--- src/rtl/rsr_reg.sv ---
// UART receive shift register: 16x-oversampled start detect, 5-8 data bits LSB-first, optional parity, stop check.
// Character and error pulses registered one clk after the stop-sample tick; no backpressure, fifo_full only flags overrun.
module rsr_reg #(
  parameter int OSR = 16
) (
  input  logic       clk,
  input  logic       rst_n,
  input  logic       stick,
  input  logic       rx_in,
  input  logic [1:0] rlen,
  input  logic       parity_en,
  input  logic       parity_type,
  input  logic       fifo_full,
  output logic [7:0] rdata,
  output logic       wr_en,
  output logic       parity_err,
  output logic       frame_err,
  output logic       overrun_err
);

  localparam logic [3:0] MID  = 4'(OSR / 2 - 1);
  localparam logic [3:0] LAST = 4'(OSR - 1);

  typedef enum logic [2:0] {
    IDLE   = 3'd0,
    START  = 3'd1,
    DATA   = 3'd2,
    PARITY = 3'd3,
    STOP   = 3'd4
  } state_t;

  state_t     state_q, state_d;
  logic       rx_m_q, rx_s_q;
  logic       rx_d_q, rx_d_d;
  logic [3:0] tcnt_q, tcnt_d;
  logic [2:0] bcnt_q, bcnt_d;
  logic [7:0] sreg_q, sreg_d;
  logic [1:0] len_q, len_d;
  logic       pen_q, pen_d;
  logic       ptype_q, ptype_d;
  logic       perr_q, perr_d;
  logic [7:0] rdata_q, rdata_d;
  logic       wr_en_q, wr_en_d;
  logic       pe_q, pe_d;
  logic       fe_q, fe_d;
  logic       oe_q, oe_d;

  logic [2:0] last_bit;
  logic [7:0] shifted;
  logic [7:0] data_mask;
  logic       exp_par;

  always_comb begin
    last_bit  = {1'b0, len_q} + 3'd4;
    data_mask = 8'hFF >> (3'd7 - last_bit);
    shifted   = {1'b0, sreg_q[7:1]};
    shifted[last_bit] = rx_s_q;
    exp_par   = ptype_q ? ~^sreg_q : ^sreg_q;
  end

  always_comb begin
    state_d = state_q;
    rx_d_d  = stick ? rx_s_q : rx_d_q;
    tcnt_d  = tcnt_q;
    bcnt_d  = bcnt_q;
    sreg_d  = sreg_q;
    len_d   = len_q;
    pen_d   = pen_q;
    ptype_d = ptype_q;
    perr_d  = perr_q;
    rdata_d = rdata_q;
    wr_en_d = 1'b0;
    pe_d    = 1'b0;
    fe_d    = 1'b0;
    oe_d    = 1'b0;

    case (state_q)
      IDLE: begin
        // Only a 1->0 transition between ticks starts a frame, so a held-low line cannot retrigger.
        if (stick && rx_d_q && !rx_s_q) begin
          state_d = START;
          tcnt_d  = 4'd0;
          len_d   = rlen;
          pen_d   = parity_en;
          ptype_d = parity_type;
        end
      end
      START: begin
        if (stick) begin
          tcnt_d = tcnt_q + 4'd1;
          if (tcnt_q == MID) begin
            if (!rx_s_q) begin
              state_d = DATA;
              tcnt_d  = 4'd0;
              bcnt_d  = 3'd0;
              sreg_d  = 8'd0;
              perr_d  = 1'b0;
            end else begin
              state_d = IDLE;
            end
          end
        end
      end
      DATA: begin
        if (stick) begin
          tcnt_d = tcnt_q + 4'd1;
          if (tcnt_q == LAST) begin
            sreg_d = shifted;
            tcnt_d = 4'd0;
            if (bcnt_q == last_bit) begin
              state_d = pen_q ? PARITY : STOP;
            end else begin
              bcnt_d = bcnt_q + 3'd1;
            end
          end
        end
      end
      PARITY: begin
        if (stick) begin
          tcnt_d = tcnt_q + 4'd1;
          if (tcnt_q == LAST) begin
            perr_d  = (rx_s_q != exp_par);
            tcnt_d  = 4'd0;
            state_d = STOP;
          end
        end
      end
      STOP: begin
        if (stick) begin
          tcnt_d = tcnt_q + 4'd1;
          if (tcnt_q == LAST) begin
            // Return to IDLE at mid stop bit so a following start edge is not missed.
            state_d = IDLE;
            tcnt_d  = 4'd0;
            rdata_d = sreg_q & data_mask;
            if (!fifo_full) begin
              wr_en_d = 1'b1;
              pe_d    = perr_q;
              fe_d    = ~rx_s_q;
            end else begin
              oe_d    = 1'b1;
            end
          end
        end
      end
      default: state_d = IDLE;
    endcase
  end

  always_ff @(posedge clk) begin
    if (!rst_n) begin
      state_q <= IDLE;
      rx_m_q  <= 1'b1;
      rx_s_q  <= 1'b1;
      rx_d_q  <= 1'b1;
      tcnt_q  <= 4'd0;
      bcnt_q  <= 3'd0;
      sreg_q  <= 8'd0;
      len_q   <= 2'd0;
      pen_q   <= 1'b0;
      ptype_q <= 1'b0;
      perr_q  <= 1'b0;
      rdata_q <= 8'd0;
      wr_en_q <= 1'b0;
      pe_q    <= 1'b0;
      fe_q    <= 1'b0;
      oe_q    <= 1'b0;
    end else begin
      state_q <= state_d;
      rx_m_q  <= rx_in;
      rx_s_q  <= rx_m_q;
      rx_d_q  <= rx_d_d;
      tcnt_q  <= tcnt_d;
      bcnt_q  <= bcnt_d;
      sreg_q  <= sreg_d;
      len_q   <= len_d;
      pen_q   <= pen_d;
      ptype_q <= ptype_d;
      perr_q  <= perr_d;
      rdata_q <= rdata_d;
      wr_en_q <= wr_en_d;
      pe_q    <= pe_d;
      fe_q    <= fe_d;
      oe_q    <= oe_d;
    end
  end

  assign rdata       = rdata_q;
  assign wr_en       = wr_en_q;
  assign parity_err  = pe_q;
  assign frame_err   = fe_q;
  assign overrun_err = oe_q;

endmodule

--- config.mk ---
export PLATFORM = sky130hd
export DESIGN_NAME = rsr_reg
export DESIGN_NICKNAME = d
export VERILOG_FILES = /design/src/rtl/rsr_reg.sv
export SDC_FILE = /design/constraint.sdc
export NUM_CORES = 1
export LEC_CHECK = 0
export ABC_AREA = 1
export CORE_MARGIN = 2
export CORE_UTILIZATION = 53
export DETAILED_ROUTE_END_ITERATION = 6
export MAX_ROUTING_LAYER = met4
export PLACE_DENSITY = 0.86
export SYNTH_ARGS = -nofsm -noshare
export SYNTH_HDL_FRONTEND = slang
export SYNTH_SLANG_ARGS = --single-unit
--- constraint.sdc ---
create_clock -name clk -period 2.4 [get_ports clk]
set_input_delay 0.36 -clock clk [delete_from_list [all_inputs] [get_ports clk]]
set_output_delay 0.36 -clock clk [all_outputs]
set_load 0.1 [all_outputs]
==> summary.md <==
| Metric | Value |
|---|---|
| Status | `complete, no violations` |
| Fin Setup TNS | `0 ps` |
| Final HPWL DP | `2990 um` |
| Syn_area_per_cell | `about 7.2 um2` |
| Wire per inst | `between 10 and 15 um` |
| WHS Path Cells | `1` |
| Vias per inst | `5.23` |
| DP Cell Count | `between 300 and 400` |
| Total grt overflow | `0` |
| Netlist Area Pre-Place | `approximately 0.0019 mm2` |
| Std-Cell Rows | `21` |
| Count leader, synth | `nand2_1` |
| Clock transition at path regs | `~110 ps` |
| Largest net degree at the start of global routing | `15` |
| Minimum clock period | `about 1800 ps` |
| Maximum Capacitance Violations | `0` |
| Final count of hold timing violations | `0` |
| Min-Delay Endpoint | `rx_s_q$_SDFF_PN1_` |
| Buffers on Ports | `20` |
| Clock Skew | `15.8 ps` |
| Tightest hold margin | `~420 ps` |
| Post-layout nets | `300` |
| Vias in the first global route | `between 1500 and 2000` |
| I/O pins | `21` |
| Area of the die | `a little over 0.004 mm2` |
| RR Endpoint | `parity_err$_SDFF_PP0_` |
| Diodes inserted | `0` |
| Syn Nets | `roughly 270` |
| Hold_sp | `rx_m_q$_SDFF_PN1_` |
| RSZ-0062 raised after global routing | `no` |
| Crit end category | `flip-flop` |
| CP arrival | `around 2000 ps` |
| CTS tree | `built` |
| Max Fanout on Critical Path | `9` |
| DRT Wirelength | `approximately 4000 um` |
| Number of flops mapped to enable cells by yosys | `0` |
| Clock Path Buffers | `2` |
| Clk_lat worst skew | `~360 ps` |
| Synth cell count leaders | `64 x nand2_1, 38 x dfxtp_1, 28 x nor2_1, 23 x a21oi_1, 22 x inv_1` |
| Least-Margin Pin Slew | `about 470 ps` |
| Min-Delay Path Class | `reg2reg` |
| Worst slew margin | `0.682` |
| Finished Layout Cells | `around 340` |
| Peak supply drop | `around 0.35 mV` |
| CTS root buf | `clkbuf_4` |
| CP Launch Type | `flip-flop` |
| PwrDens | `about 580 mW/mm2` |
| CP max stage delay | `a little under 400 ps` |
| Post-route DRC | `0` |
| Share of layout cells above drive strength 1 | `0.152` |
| Antenna violations before repair | `0` |
| Area Growth Syn to Fin | `16.2%` |
| Hold buffer count at cts | `0` |
| Number of clock sinks | `38` |
| Synth Instances | `around 260` |
| Synth Register Bits | `38` |
| Setup CP Type | `reg2reg` |
| Max Clk Rate | `between 500 and 600 MHz` |
| Worst r2r src | `tcnt_q[0]$_SDFFE_PN0P_` |
| Pre-antenna DRT Iters | `4` |
| Ys flop type | `dfxtp_1` |
| Ranking of synthesized cells by area | `dfxtp_1 40%, nand2_1 13%, a21oi_1 6.1%` |
| Number of H-tree levels | `2` |
| DRT antenna net count | `0` |
| Core Box Area | `roughly 0.0034 mm2` |
| # setup viols final | `0` |
| Leakage power | `0.928 nW` |
| Data required time of the worst path | `2680 ps` |
| Register area share after synthesis | `0.404` |
| Yosys warns | `0` |
| Leading area contributor after synthesis | `dfxtp_1` |
| Initial core utilization | `0.560` |
| Via count | `1758` |
| Iter 0 DRT Violations | `a little under 70` |
| Die width | `63.6 um` |
| Tot GR Track Use | `0.230` |
| Slowest CP cell | `dfxtp_1` |
| Slew Viols, Final | `0` |
| Most used cell, CP | `nand2_1` |
| Setup Fix Bufs, Post-CTS | `0` |
| Die height | `63.6 um` |
| Num CTS Buffers | `5` |
| PostCTS Resize Cnt | `0` |
| Post-route clock period utilization | `0.729` |
| First-pass GRT wire length | `about 7000 um` |
| Placer Congestion | `between 0.8 and 0.9` |
| Worst-path cell chain | `ha_1, nand2_1, inv_1, nand2_1, nor3_4, nand2_1, nor3b_1` |
| Share of Yosys cell area claimed by the top area cell type | `0.404` |
| Ys async rst share | `0` |
| Worst Reg2Reg Path Length in Cells | `7` |
| Fillers | `~330` |
| R2r setup slk | `approximately 650 ps` |
| Netlist cell types | `33` |
[logic make-up (layout without fill, tap and decap cells)]
kind of cell,after synthesis,count (layout),share of synthesized area
buffers and inverters,31,58,0.0624
AO/OA/AOI/OAI,49,49,0.143
flip-flops,38,38,0.404
AND/OR/NAND/NOR,137,137,0.350
adder cells (fa/ha/maj),2,2,0.0133
XOR/XNOR,6,6,0.0279
[state kept, by name, summed over array words and instances (netlist names)]
register / flops
rx_s_q: 1
frame_err: 1
perr_q: 1
parity_err: 1
rdata: 8
overrun_err: 1
state_q: 3
len_q: 2
ptype_q: 1
rx_d_q: 1
tcnt_q: 4
wr_en: 1
sreg_q: 8
rx_m_q: 1
pen_q: 1
bcnt_q: 3
[area by class of cell]
class | count | area [um2] | area share
Sequential cell | 38 | 761 | 0.347
Clock inverter | 1 | 30.0 | 0.0137
Multi-Input combinational cell | 194 | 1010 | 0.459
Inverter | 28 | 105 | 0.0480
Tap cell | 46 | 57.6 | 0.0263
Clock buffer | 7 | 45.0 | 0.0206
Timing Repair Buffer | 22 | 185 | 0.0846
[where the power goes]
part           internal [mW]  switching, mW
Combinational         0.0644          0.122
Sequential             0.641         0.0148
Clock                  0.221          0.211
[per-stage QoR]
stage | utilization | power, mW | cell area [um2] | setup WS [ps]
after global routing | 0.651 | 1.33 | 2190 | 444
after global placement | 0.629 | 0.851 | 2110 | 480
after detailed placement | 0.629 | 0.853 | 2110 | 429
after floorplan | - | 0.807 | 1880 | 866
final | 0.651 | 1.27 | 2190 | 649
after CTS | 0.651 | 1.28 | 2190 | 633
[layer usage]
metal	routed length, um	vias to the layer above	track usage
met4	66	0	0.103
met2	1870	44	0.370
li1	-	920	-
met1	1880	787	0.272
met5	0	-	-
met3	205	7	0.0554
[cell usage in the layout (no fill, tap or decap), drive strengths merged]
cell type,n
a21oi,25
a31oi,1
buf,14
bufinv,1
clkbuf,7
clkdlybuf4s50,8
clkinv,1
dfxtp,38
ha,2
inv,27
nand2,72
nand3,20
nand4,4
nor2,30
nor3,6
nor3b,1
nor4,2
o211a,1
o211ai,2
o21a,1
o21ai,18
o31ai,1
or2,2
xnor2,3
xor2,3
[critical path: cells and delay by family, from the launching register on]
| kind | cells | cell delay, ps |
|---|---|---|
| buf+inv | 1 | 110 |
| fa+ha+maj | 1 | 180 |
| flops | 1 | 390 |
| simple gates | 5 | 1010 |
[how the worst max path moves through the flow]
stage,from,endpoint,slack (ps),cells past startpoint
6_report,tcnt_q[0]$_SDFFE_PN0P_,parity_err$_SDFF_PP0_,650,7
5_1_grt,tcnt_q[0]$_SDFFE_PN0P_,rdata[1]$_SDFFE_PN0P_,440,8
4_1_cts,tcnt_q[0]$_SDFFE_PN0P_,parity_err$_SDFF_PP0_,630,7
3_3_place_gp,stick,sreg_q[4]$_SDFFE_PN0P_,480,8
3_5_place_dp,stick,sreg_q[3]$_SDFFE_PN0P_,430,8
2_1_floorplan,tcnt_q[0]$_SDFFE_PN0P_,sreg_q[2]$_SDFFE_PN0P_,870,10
Note: power is estimated with default switching activity, not from simulation.
